$ cat src/rtl/servant_uart_pkg.sv
// ============================================================================
// servant_uart_pkg : shared receive FSM state, register map and STATUS bits
// Revision 1.0
// ============================================================================
`default_nettype none

package servant_uart_pkg;

   typedef enum logic [1:0] {
      RX_IDLE  = 2'd0,
      RX_START = 2'd1,
      RX_DATA  = 2'd2,
      RX_STOP  = 2'd3
   } rx_state_e;

   localparam logic c_ADR_DATA   = 1'b0;
   localparam logic c_ADR_STATUS = 1'b1;

   localparam int c_ST_VALID     = 0;
   localparam int c_ST_OVERRUN   = 1;
   localparam int c_ST_FRAME_ERR = 2;
   localparam int c_ST_IRQ_EN    = 3;

endpackage

`default_nettype wire

$ cat src/rtl/servant_uart_rx_core.sv
// ============================================================================
// servant_uart_rx_core : rx synchronizer, 8N1 receive FSM and shift register
// Revision 1.0
// ============================================================================
`default_nettype none

module servant_uart_rx_core
   import servant_uart_pkg::*;
#(
   parameter int CLKS_PER_BIT = 139
) (
   input  logic       clk_i,
   input  logic       rst_i,
   input  logic       rx_i,
   output logic [7:0] byte_o,
   output logic       strobe_o,
   output logic       frame_err_o
);

   localparam logic [15:0] c_CNT_HALF = 16'(CLKS_PER_BIT / 2 - 1);
   localparam logic [15:0] c_CNT_FULL = 16'(CLKS_PER_BIT - 1);

   logic [1:0]  sync_q;
   rx_state_e   state_q, state_d;
   logic [15:0] cnt_q, cnt_d;
   logic [2:0]  bitn_q, bitn_d;
   logic [7:0]  shift_q, shift_d;

   logic w_rx;
   logic w_expire;

   assign w_rx     = sync_q[1];
   assign w_expire = (cnt_q == 16'd0);

   always_ff @(posedge clk_i) begin
      if (rst_i) begin
         sync_q  <= 2'b11;
         state_q <= RX_IDLE;
         cnt_q   <= 16'd0;
         bitn_q  <= 3'd0;
         shift_q <= 8'd0;
      end else begin
         sync_q  <= {sync_q[0], rx_i};
         state_q <= state_d;
         cnt_q   <= cnt_d;
         bitn_q  <= bitn_d;
         shift_q <= shift_d;
      end
   end

   always_comb begin
      state_d = state_q;
      cnt_d   = w_expire ? cnt_q : cnt_q - 16'd1;
      bitn_d  = bitn_q;
      shift_d = shift_q;
      case (state_q)
         RX_IDLE: begin
            if (!w_rx) begin
               state_d = RX_START;
               cnt_d   = c_CNT_HALF;
            end
         end
         // Mid-start-bit recheck rejects short low glitches.
         RX_START: begin
            if (w_expire) begin
               if (w_rx) begin
                  state_d = RX_IDLE;
               end else begin
                  state_d = RX_DATA;
                  cnt_d   = c_CNT_FULL;
                  bitn_d  = 3'd0;
               end
            end
         end
         RX_DATA: begin
            if (w_expire) begin
               shift_d = {w_rx, shift_q[7:1]};
               cnt_d   = c_CNT_FULL;
               bitn_d  = bitn_q + 3'd1;
               if (bitn_q == 3'd7) begin
                  state_d = RX_STOP;
               end
            end
         end
         RX_STOP: begin
            if (w_expire) begin
               state_d = RX_IDLE;
            end
         end
         default: state_d = RX_IDLE;
      endcase
   end

   always_comb begin
      byte_o      = shift_q;
      strobe_o    = 1'b0;
      frame_err_o = 1'b0;
      if (state_q == RX_STOP && w_expire) begin
         strobe_o    = 1'b1;
         frame_err_o = ~w_rx;
      end
   end

endmodule

`default_nettype wire

$ cat src/rtl/servant_uart_rx.sv
// ============================================================================
// servant_uart_rx : Wishbone DATA/STATUS wrapper around the 8N1 receiver
// Optional o_irq output and STATUS irq-enable bit: SERVANT_UART_RX_IRQ_EN
// Revision 1.0
// ============================================================================
`default_nettype none

module servant_uart_rx
   import servant_uart_pkg::*;
#(
   parameter int CLKS_PER_BIT = 139
) (
   input  logic        i_wb_clk,
   input  logic        i_wb_rst,
   input  logic        i_wb_adr,
   input  logic [31:0] i_wb_dat,
   input  logic        i_wb_we,
   input  logic        i_wb_cyc,
   output logic [31:0] o_wb_rdt,
   output logic        o_wb_ack,
   input  logic        i_rx
`ifdef SERVANT_UART_RX_IRQ_EN
   ,
   output logic        o_irq
`endif
);

   logic [7:0]  w_byte;
   logic        w_strobe;
   logic        w_frame_err;

   servant_uart_rx_core #(
      .CLKS_PER_BIT (CLKS_PER_BIT)
   ) u_core (
      .clk_i       (i_wb_clk),
      .rst_i       (i_wb_rst),
      .rx_i        (i_rx),
      .byte_o      (w_byte),
      .strobe_o    (w_strobe),
      .frame_err_o (w_frame_err)
   );

   logic [7:0]  hold_q, hold_d;
   logic        valid_q, valid_d;
   logic        ovr_q, ovr_d;
   logic        ferr_q, ferr_d;
   logic        ack_q, ack_d;
   logic [31:0] rdt_q, rdt_d;
   logic        w_irq_en;
   logic        w_irq_en_d;

   logic        w_acc;
   logic        w_rd_data;
   logic        w_wr_status;
   logic [31:0] w_status;

`ifdef SERVANT_UART_RX_IRQ_EN
   logic irq_en_q;
   logic irq_q;
   logic w_unused;
   assign w_irq_en   = irq_en_q;
   assign w_irq_en_d = w_wr_status ? i_wb_dat[c_ST_IRQ_EN] : irq_en_q;
   assign w_unused   = ^{i_wb_dat[31:4], i_wb_dat[0]};
   assign o_irq      = irq_q;

   always_ff @(posedge i_wb_clk) begin
      if (i_wb_rst) begin
         irq_en_q <= 1'b0;
         irq_q    <= 1'b0;
      end else begin
         irq_en_q <= w_irq_en_d;
         irq_q    <= valid_d & w_irq_en_d;
      end
   end
`else
   logic w_unused;
   assign w_irq_en   = 1'b0;
   assign w_irq_en_d = 1'b0;
   assign w_unused   = ^{i_wb_dat[31:3], i_wb_dat[0], w_irq_en_d};
`endif

   assign w_acc       = i_wb_cyc & ~ack_q;
   assign w_rd_data   = w_acc & ~i_wb_we & (i_wb_adr == c_ADR_DATA);
   assign w_wr_status = w_acc &  i_wb_we & (i_wb_adr == c_ADR_STATUS);
   assign w_status    = {28'd0, w_irq_en, ferr_q, ovr_q, valid_q};

   always_comb begin
      hold_d  = hold_q;
      valid_d = valid_q;
      ovr_d   = ovr_q;
      ferr_d  = ferr_q;
      ack_d   = w_acc;
      rdt_d   = 32'd0;

      if (w_acc && !i_wb_we) begin
         rdt_d = (i_wb_adr == c_ADR_DATA) ? {24'd0, hold_q} : w_status;
      end
      if (w_rd_data) begin
         valid_d = 1'b0;
      end
      if (w_wr_status && i_wb_dat[c_ST_OVERRUN]) begin
         ovr_d = 1'b0;
      end
      if (w_wr_status && i_wb_dat[c_ST_FRAME_ERR]) begin
         ferr_d = 1'b0;
      end
      // A byte landing in the same cycle as a DATA read is not an overrun:
      // the reader takes the old byte and the new one stays valid.
      if (w_strobe) begin
         hold_d  = w_byte;
         valid_d = 1'b1;
         if (valid_q && !w_rd_data) begin
            ovr_d = 1'b1;
         end
         if (w_frame_err) begin
            ferr_d = 1'b1;
         end
      end
   end

   always_ff @(posedge i_wb_clk) begin
      if (i_wb_rst) begin
         hold_q  <= 8'd0;
         valid_q <= 1'b0;
         ovr_q   <= 1'b0;
         ferr_q  <= 1'b0;
         ack_q   <= 1'b0;
         rdt_q   <= 32'd0;
      end else begin
         hold_q  <= hold_d;
         valid_q <= valid_d;
         ovr_q   <= ovr_d;
         ferr_q  <= ferr_d;
         ack_q   <= ack_d;
         rdt_q   <= rdt_d;
      end
   end

   assign o_wb_ack = ack_q;
   assign o_wb_rdt = rdt_q;

endmodule

`default_nettype wire

$ cat config.mk
export PLATFORM = sky130hd
export DESIGN_NAME = servant_uart_rx
export DESIGN_NICKNAME = d
export VERILOG_FILES = /design/src/rtl/servant_uart_pkg.sv /design/src/rtl/servant_uart_rx_core.sv /design/src/rtl/servant_uart_rx.sv
export SDC_FILE = /design/constraint.sdc
export NUM_CORES = 1
export LEC_CHECK = 0
export BUFFER_PORTS_ARGS = -buffer_cell sky130_fd_sc_hd__buf_2
export CORE_AREA = 4 4 100 78
export CTS_BUF_LIST = sky130_fd_sc_hd__clkbuf_4
export CTS_CLUSTER_DIAMETER = 150
export DETAILED_ROUTE_END_ITERATION = 10
export DIE_AREA = 0 0 104 82
export HOLD_SLACK_MARGIN = 0.06
export MAX_ROUTING_LAYER = met4
export SYNTH_ARGS = -nofsm -noshare
export SYNTH_HDL_FRONTEND = slang
export SYNTH_SLANG_ARGS = --single-unit
$ cat constraint.sdc
create_clock -name i_wb_clk -period 2.75 [get_ports i_wb_clk]
set_clock_uncertainty 0.15 [all_clocks]
set_input_delay 0.55 -clock i_wb_clk [delete_from_list [all_inputs] [get_ports i_wb_clk]]
set_output_delay 0.55 -clock i_wb_clk [all_outputs]
set_load 0.005 [all_outputs]
==> impl_metrics.py, run 1 <==
metrics = {
    "yosys": {
        "postSynthCellCount": 266,
        "seq_area_frac_synth_pct": 43.5,
        "synth-seq-cells": 51,
        "yosys.area_share.simple_pct": 24.7,
        "synth_top_family_by_area": "simple AND/OR/NAND/NOR gates",
        "synthFlopType": "dfxtp_1",
        "synth-compound-area-share_pct": 7.35,
        "synth_edf_count": 0,
        "syn_avg_cell_area_um2": 8.83,
        "yosys.area_share.xor_xnor_pct": 4.85,
        "async_flop_share_pct": 0,
        "synth_mux_area_share_pct": 5.11,
        "yosys_warnings": 0,
        "synthDistinctLibCells": 43,
        "yosys.area.top_type": "dfxtp_1",
        "netlist.area_leader.share_pct": 43.5,
        "synthesis.area_um2": 2350,
        "synthAdderAreaFrac_pct": 2.13,
        "synthTopCellsByArea": "dfxtp_1, buf_4, nor2_1",
    },
    "clocking": {
        "cts.sinks": 51,
        "clock_latency_ns": 0.37,
        "cts_inserted_buffers": 5,
        "htreeDepth": 2,
        "hold_buffers": 0,
        "clock_path_buffers": 2,
        "cts-resized-gates": 0,
        "clockRootBuffer": "clkbuf_4",
        "clk_pin_slew_ns": 0.14,
        "cts_tree": "done",
        "cts_setup_buffers": 0,
    },
    "global_route": {
        "grt_first_pass_wirelength_mm": 6.94,
        "grt_max_degree": 21,
        "overflow": 0,
        "antenna_found_initial": 0,
        "grt_pass1_vias": 1487,
        "grt.total_usage_pct": 10.2,
    },
    "finish": {
        "mostFrequentLayoutCells": "dfxtp_1, nor2_1, nand2_1, conb_1, buf_2",
        "final_common_cell": "dfxtp_1",
        "drive_above_1_share_pct": 13.6,
        "num_antenna_cells": 0,
        "nNetsFinal": 320,
        "area_delta_synth_final_pct": 4.95,
        "instances_no_fill": 363,
        "fin_util_pct": 36.4,
    },
    "timing": {
        "max_freq_mhz": 422,
        "layout_setup_ws_ns": 0.379,
        "whs_ns": 0.205,
        "finalSetupTns_ns": 0,
        "min_period_ns": 2.37,
        "setup_viol_count_final": 0,
        "hold_viol_final": 0,
        "maxSlewViolCount": 0,
        "period_share_pct": 86.2,
        "rsz0062_at_grt": "no",
    },
    "worst_setup_path": {
        "worstReg2RegEnd": "u_core.cnt_q[0]",
        "regToRegSetupSlack_ns": 0.38,
        "slowest_delay_ns": 0.37,
        "crit_path_start_kind": "flip-flop",
        "crit_family": "simple AND/OR/NAND/NOR gates",
        "worstSetupStartpoint": "u_core.cnt_q[0]",
        "path_cells": "inv_1, ha_1, nor4b_2, and4_4, inv_1, ha_1, inv_1, a21oi_1, nor2_1, a221oi_1, nor3_1",
        "cp_max_fo": 7,
        "arrival_ns": 2.49,
        "cp.depth": 11,
        "r2r-start": "u_core.cnt_q[0]",
        "cp-endpoint": "u_core.cnt_q[0]",
        "cp_common_cell": "inv_1",
        "crit_type": "reg -> reg",
        "reg2reg_depth": 11,
        "cp-end-kind": "flip-flop",
        "worst-path-buf-inv": 3,
        "cp.required_ns": 2.87,
        "crit_path_top_delay_cell": "dfxtp_1",
    },
    "placed_design": {
        "place.port_buffers": 16,
        "dp_slack_ns": 0.354,
        "dp_hpwl_mm": 3.08,
        "placedCellCount": 355,
        "gp_congestion": 0.777,
    },
    "floorplan": {
        "core_um2": 6770,
        "die_w_um": 104,
        "initial_core_util_pct": 34.7,
        "rows": 26,
        "dieArea_um2": 8530,
        "boundaryPins": 71,
        "die-height_um": 82,
    },
    "detailed_routing": {
        "route.detailed.drc": 0,
        "routed_via_density": 4.65,
        "vias": 1689,
        "wl_mm": 4.22,
        "initialDrtViolationCount": 70,
        "dr.pass1.iters": 4,
        "wl_per_cell_um": 11.6,
        "ant_nets": 0,
    },
    "pwr": {
        "p_leak_nw": 0.991,
        "peakVddDrop_mv": 0.335,
        "p_per_area_nw_per_um2": 921,
    },
    "hold_path": {
        "hp-class": "in -> reg",
    },
    "status": {
        "run_status": "finished, final reports clean",
    },
    "job": {
        "cap_violations": 0,
    },
}
per-stage QoR:
step / instance area [um^2] / total power, W
after CTS: 2460 / 0.00228
after global routing: 2460 / 0.00244
after detailed placement: 2390 / 0.00185
final: 2460 / 0.00227
after global placement: 2390 / 0.00184
after floorplan: 2430 / 0.00174
kinds of logic (layout without fill, tap and decap cells):
logic type                 after synthesis  after routing
muxes                                   12             12
xor gates and xnor gates                13             13
and+or+nand+nor                        112            112
other                                    1             24
DFF                                     51             51
buffers and inverters                   44             34
AOI/OAI and AO/OA                       29             29
adders and majority gates                4              4
how the worst min path moves through the flow:
stage / start / to / cells past startpoint
CTS: i_rx / u_core.sync_q[0] / 2
floorplan: u_core.sync_q[0] / u_core.sync_q[1] / 1
detailed placement: u_core.sync_q[0] / u_core.sync_q[1] / 1
global placement: u_core.sync_q[0] / u_core.sync_q[1] / 1
finish: i_rx / u_core.sync_q[0] / 2
global route: i_rx / u_core.sync_q[0] / 2
metal layers:
layer	wire length, um	share of wire, %	global-route usage, %
met2	1750	41	14.3
met1	2250	53	14.4
met3	161	3.8	2.28
met4	57	1.4	3.59
met5	0	0	-
flip-flops by register name, summed over array words and instances (netlist names), named ones only:
register	count
u_core.bitn_q	3
hold_q	8
u_core.state_q	1
o_wb_rdt	8
o_wb_ack	1
valid_q	1
ovr_q	1
ferr_q	1
u_core.cnt_q	16
u_core.sync_q	2
u_core.byte_o	8
synth_stat cells, drive strengths merged (2+ instances only):
cell / instances
a211oi: 2
a21oi: 15
a22oi: 3
a31oi: 2
and2: 6
and3: 2
buf: 30
clkbuf: 9
dfxtp: 51
ha: 4
inv: 5
mux2i: 12
nand2: 27
nand3: 6
nand4: 3
nor2: 35
nor2b: 3
nor3: 7
nor4: 10
nor4b: 2
o21ai: 3
or2: 2
or3: 4
xnor2: 9
xor2: 4
where the power goes:
group          leakage [nW]  switching (W)  internal [W]
clock                0.0426       0.000242      0.000188
combinational         0.535       0.000467      0.000408
sequential            0.414       0.000124      0.000840
total                 0.991       0.000833       0.00144
worst register-to-register path, cell delays in order, from the launching register on:
cell	delay (ns)
dfxtp_1	0.37
inv_1	0.09
ha_1	0.20
nor4b_2	0.25
and4_4	0.31
inv_1	0.07
ha_1	0.28
inv_1	0.05
a21oi_1	0.14
nor2_1	0.05
a221oi_1	0.22
nor3_1	0.08
cell type report:
type                            instances  area (um^2)
Tap cell                               84          105
Fill cell                             708         4300
Clock buffer                            5         37.5
Sequential cell                        51         1020
Clock inverter                          3         38.8
Multi-Input combinational cell        194         1130
Timing Repair Buffer                   21          118
Inverter                                5         18.8
(Power assumes the default switching activity.)
==> run 2, diff against run 1 <==
CORE_AREA = 4 4 82 65   (was 4 4 100 78)
DIE_AREA = 0 0 86 69   (was 0 0 104 82)
PLACE_DENSITY = 0.8   (was unset)
==> impl_metrics.py, run 2 (synthesis gave the netlist of run 1 again) <==
metrics = {
    "status": {
        "run_status": "finished, final reports clean",
    },
    "placed_design": {
        "gp_congestion": 0.752,
        "place.port_buffers": 16,
        "dp_slack_ns": 0.379,
        "dp_hpwl_mm": 2.94,
    },
    "pwr": {
        "p_per_area_nw_per_um2": 909,
        "p_total_w": 0.00219,
        "p_leak_nw": 0.977,
        "peakVddDrop_mv": 0.618,
    },
    "global_route": {
        "overflow": 0,
        "grt_max_degree": 28,
        "grt_first_pass_wirelength_mm": 6.73,
        "antenna_found_initial": 0,
        "grt.total_usage_pct": 14.3,
        "grt_pass1_vias": 1486,
    },
    "clocking": {
        "cts-resized-gates": 0,
        "cts_setup_buffers": 0,
        "hold_buffers": 0,
        "cts.sinks": 51,
        "htreeDepth": 2,
        "clk_pin_slew_ns": 0.13,
        "clock_path_buffers": 2,
        "cts_tree": "done",
        "cts_inserted_buffers": 5,
        "clockRootBuffer": "clkbuf_4",
        "clock_latency_ns": 0.39,
    },
    "finish": {
        "multi_input_area_um2": 1130,
        "seqCellArea_um2": 1020,
        "fill_cells": 407,
        "largest_reg_flops": 16,
        "mostFrequentLayoutCells": "dfxtp_1, nor2_1, nand2_1, conb_1, buf_2",
        "drive_above_1_share_pct": 13.7,
        "area_delta_synth_final_pct": 2.61,
        "final_common_cell": "dfxtp_1",
        "regMostFlops": "u_core.cnt_q",
        "num_antenna_cells": 0,
        "nNetsFinal": 319,
        "fin_util_pct": 54.3,
    },
    "timing": {
        "finalSetupTns_ns": 0,
        "rsz0062_at_grt": "no",
        "maxSlewViolCount": 0,
        "min_period_ns": 2.43,
        "max_freq_mhz": 412,
        "layout_setup_ws_ns": 0.321,
        "hold_viol_final": 0,
        "period_share_pct": 88.3,
        "setup_viol_count_final": 0,
    },
    "floorplan": {
        "rows": 21,
        "dieArea_um2": 5930,
        "initial_core_util_pct": 52.9,
        "boundaryPins": 71,
        "die-height_um": 69,
        "die_w_um": 86,
        "core_um2": 4440,
    },
    "worst_setup_path": {
        "path_cells": "inv_1, ha_1, nor4b_2, and4_4, inv_1, ha_1, inv_1, a21oi_1, nor2_1, a221oi_1, nor3_1",
        "cp.required_ns": 2.88,
        "slowest_delay_ns": 0.37,
        "arrival_ns": 2.56,
        "cp_common_cell": "inv_1",
        "cp_max_fo": 6,
        "crit_path_top_delay_cell": "dfxtp_1",
        "regToRegSetupSlack_ns": 0.32,
        "crit_type": "reg -> reg",
        "cp-end-kind": "flip-flop",
        "crit_path_start_kind": "flip-flop",
    },
    "detailed_routing": {
        "wl_per_cell_um": 12.0,
        "vias": 1723,
        "route.detailed.drc": 0,
        "dr.pass1.iters": 4,
        "initialDrtViolationCount": 102,
        "routed_via_density": 5.14,
        "ant_nets": 0,
        "wl_mm": 4.03,
    },
    "job": {
        "cap_violations": 0,
    },
    "hold_path": {
        "hp-class": "in -> reg",
    },
}
## run 2: cell type report
type,instances,share of cell area [%]
Inverter,5,0.779
Tap cell,57,2.96
Sequential cell,51,42.4
Clock inverter,3,1.04
Timing Repair Buffer,20,4.57
Clock buffer,5,1.56
Multi-Input combinational cell,194,46.7
## run 2: worst max-delay path: cells and delay by family (launching register included)
| family | cells | cell delay (ns) |
|---|---|---|
| and+or+nand+nor | 4 | 0.71 |
| adders and majority gates | 2 | 0.52 |
| DFF | 1 | 0.37 |
| AOI/OAI and AO/OA | 2 | 0.35 |
| buffers and inverters | 3 | 0.24 |
## run 2: stage by stage
| stage | cells | area (um^2) | hold slack [ns] |
|---|---|---|---|
| 2_1_floorplan | 289 | 2430 | 0.239 |
| 3_3_place_gp | 327 | 2350 | 0.251 |
| 3_5_place_dp | 327 | 2350 | 0.260 |
| 4_1_cts | 335 | 2410 | 0.183 |
| 5_1_grt | 335 | 2410 | 0.178 |
| 6_report | 335 | 2410 | 0.197 |
## run 2: worst paths after layout
check	startpoint	cells after the start	to
min reg2reg	u_core.sync_q[0]	1	u_core.sync_q[1]
max reg2reg	u_core.cnt_q[0]	11	u_core.cnt_q[0]
min	i_rx	2	u_core.sync_q[0]
max	u_core.cnt_q[0]	11	u_core.cnt_q[0]
## run 2: power by group
group | internal [W] | switching (W)
Combinational | 0.000396 | 0.000466
Clock | 0.000106 | 0.000251
Sequential | 0.000841 | 0.000130
Total | 0.00134 | 0.000847
## run 2: layer usage
metal | vias to the layer above | GRT usage [%] | share of wire, %
met5 | - | - | 0
met4 | 0 | 5.98 | 1.2
met3 | 4 | 4.76 | 6.7
met2 | 51 | 19.5 | 44
met1 | 792 | 19.2 | 48
li1 | 876 | - | -
==> run 3, diff against run 2 <==
PLACE_DENSITY = 0.86   (was 0.8)
==> impl_metrics.py, run 3 (synthesis gave the netlist of run 1 again) <==
metrics = {
    "status": {
        "run_status": "finished, final reports clean",
    },
    "clocking": {
        "cts_inserted_buffers": 5,
        "cts.sinks": 51,
        "clock_path_buffers": 2,
        "cts_setup_buffers": 0,
        "hold_buffers": 0,
        "clk_pin_slew_ns": 0.15,
        "cts_tree": "done",
        "htreeDepth": 2,
        "cts-resized-gates": 0,
        "clock_latency_ns": 0.37,
        "clockRootBuffer": "clkbuf_4",
    },
    "detailed_routing": {
        "route.detailed.drc": 0,
        "initialDrtViolationCount": 150,
        "dr.pass1.iters": 4,
        "wl_per_cell_um": 12.4,
        "ant_nets": 0,
        "wl_mm": 4.14,
        "vias": 1737,
        "routed_via_density": 5.20,
    },
    "worst_setup_path": {
        "crit_path_top_delay_cell": "dfxtp_1",
        "cp_max_fo": 5,
        "cp-end-kind": "flip-flop",
        "arrival_ns": 2.61,
        "worst-path-buf-inv": 3,
        "path_cells": "inv_1, ha_1, nor4b_2, and4_4, inv_1, ha_1, inv_1, a21oi_1, nor2_1, a221oi_1, nor3_1",
        "crit_type": "reg -> reg",
        "slowest_delay_ns": 0.35,
        "crit_family": "simple AND/OR/NAND/NOR gates",
        "cp.required_ns": 2.87,
        "cp_common_cell": "inv_1",
        "crit_path_start_kind": "flip-flop",
    },
    "placed_design": {
        "dp_hpwl_mm": 2.92,
        "placedCellCount": 326,
        "gp_congestion": 0.803,
        "place.port_buffers": 16,
        "dp_slack_ns": 0.352,
    },
    "timing": {
        "max_freq_mhz": 402,
        "hold_viol_final": 0,
        "finalSetupTns_ns": 0,
        "maxSlewViolCount": 0,
        "min_period_ns": 2.49,
        "rsz0062_at_grt": "no",
        "layout_setup_ws_ns": 0.259,
        "setup_viol_count_final": 0,
        "period_share_pct": 90.6,
        "whs_ns": 0.211,
    },
    "finish": {
        "fill_cells": 404,
        "final_common_cell": "dfxtp_1",
        "largest_reg_flops": 16,
        "area_delta_synth_final_pct": 2.29,
        "drive_above_1_share_pct": 13.4,
        "nNetsFinal": 318,
        "instances_no_fill": 334,
        "num_antenna_cells": 0,
        "mostFrequentLayoutCells": "dfxtp_1, nor2_1, nand2_1, conb_1, buf_2",
        "regMostFlops": "u_core.cnt_q",
    },
    "pwr": {
        "p_comb_share_pct": 39.0,
        "p_leak_nw": 0.971,
        "p_clk_share_pct": 15.9,
        "switching_power_w": 0.000861,
        "peakVddDrop_mv": 0.481,
        "swShare_pct": 39.3,
        "p_per_area_nw_per_um2": 913,
        "intPower_w": 0.00133,
        "p_seq_share_pct": 45.1,
    },
    "floorplan": {
        "die-height_um": 69,
        "boundaryPins": 71,
        "rows": 21,
        "dieArea_um2": 5930,
        "die_w_um": 86,
        "core_um2": 4440,
        "initial_core_util_pct": 52.9,
    },
    "global_route": {
        "grt_first_pass_wirelength_mm": 7.11,
        "grt.total_usage_pct": 14.8,
        "antenna_found_initial": 0,
        "grt_max_degree": 31,
        "grt_pass1_vias": 1566,
        "overflow": 0,
    },
    "job": {
        "cap_violations": 0,
    },
    "hold_path": {
        "hp-class": "in -> reg",
    },
}
run 3: cell count changes in the layout (fill, tap and decap cells not counted), sizes merged:
cell / delta
clkinv: +2
buf: -1
inv: -2
run 3: area by class of cell:
class	count	area (um^2)	area share [%]
clock buffers	5	37.5	1.56
clock inverters	3	25.0	1.04
flip-flops and latches	51	1020	42.5
inverters	5	18.8	0.781
well taps	57	71.3	2.97
multi-input cells	194	1130	46.9
repair buffers	19	103	4.27
run 3: path summary, 6_finish.rpt:
kind	start	to	slack (ns)	cells after the start
worst max-delay path	u_core.cnt_q[1]	u_core.cnt_q[0]	0.26	11
worst min-delay path	i_rx	u_core.sync_q[0]	0.21	2
worst max register to register	u_core.cnt_q[1]	u_core.cnt_q[0]	0.26	11
worst min register to register	u_core.sync_q[0]	u_core.sync_q[1]	0.28	1
run 3: power by group through the flow:
stage / logic, W / registers [W] / clock network [W]
detailed placement: 0.000838 / 0.000997 / 0
finish: 0.000856 / 0.000988 / 0.000349
floorplan: 0.000801 / 0.000940 / 0
global route: 0.000959 / 0.00100 / 0.000388
CTS: 0.000849 / 0.000982 / 0.000359
global placement: 0.000792 / 0.000991 / 0
run 3: worst register-to-register path: stages, from the launching register on:
cell      delay (ns)
dfxtp_1         0.35
inv_1           0.10
ha_1            0.24
nor4b_2         0.26
and4_4          0.26
inv_1           0.09
ha_1            0.32
inv_1           0.07
a21oi_1         0.15
nor2_1          0.07
a221oi_1        0.24
nor3_1          0.08
run 3: through the flow:
step	total power (W)	area, um^2	utilization [%]
4_1_cts	0.00219	2400	54.1
5_1_grt	0.00235	2400	54.1
3_5_place_dp	0.00184	2340	52.7
6_report	0.00219	2400	54.1
2_1_floorplan	0.00174	2430	-
3_3_place_gp	0.00178	2340	52.7
run 3: per-layer routing:
layer | vias to the layer above | GRT usage, % | part of all wire, %
li1 | 867 | - | -
met2 | 50 | 22.9 | 46
met1 | 813 | 19.3 | 47
met5 | - | - | 0
met4 | 0 | 4.75 | 1.5
met3 | 7 | 3.21 | 5.8
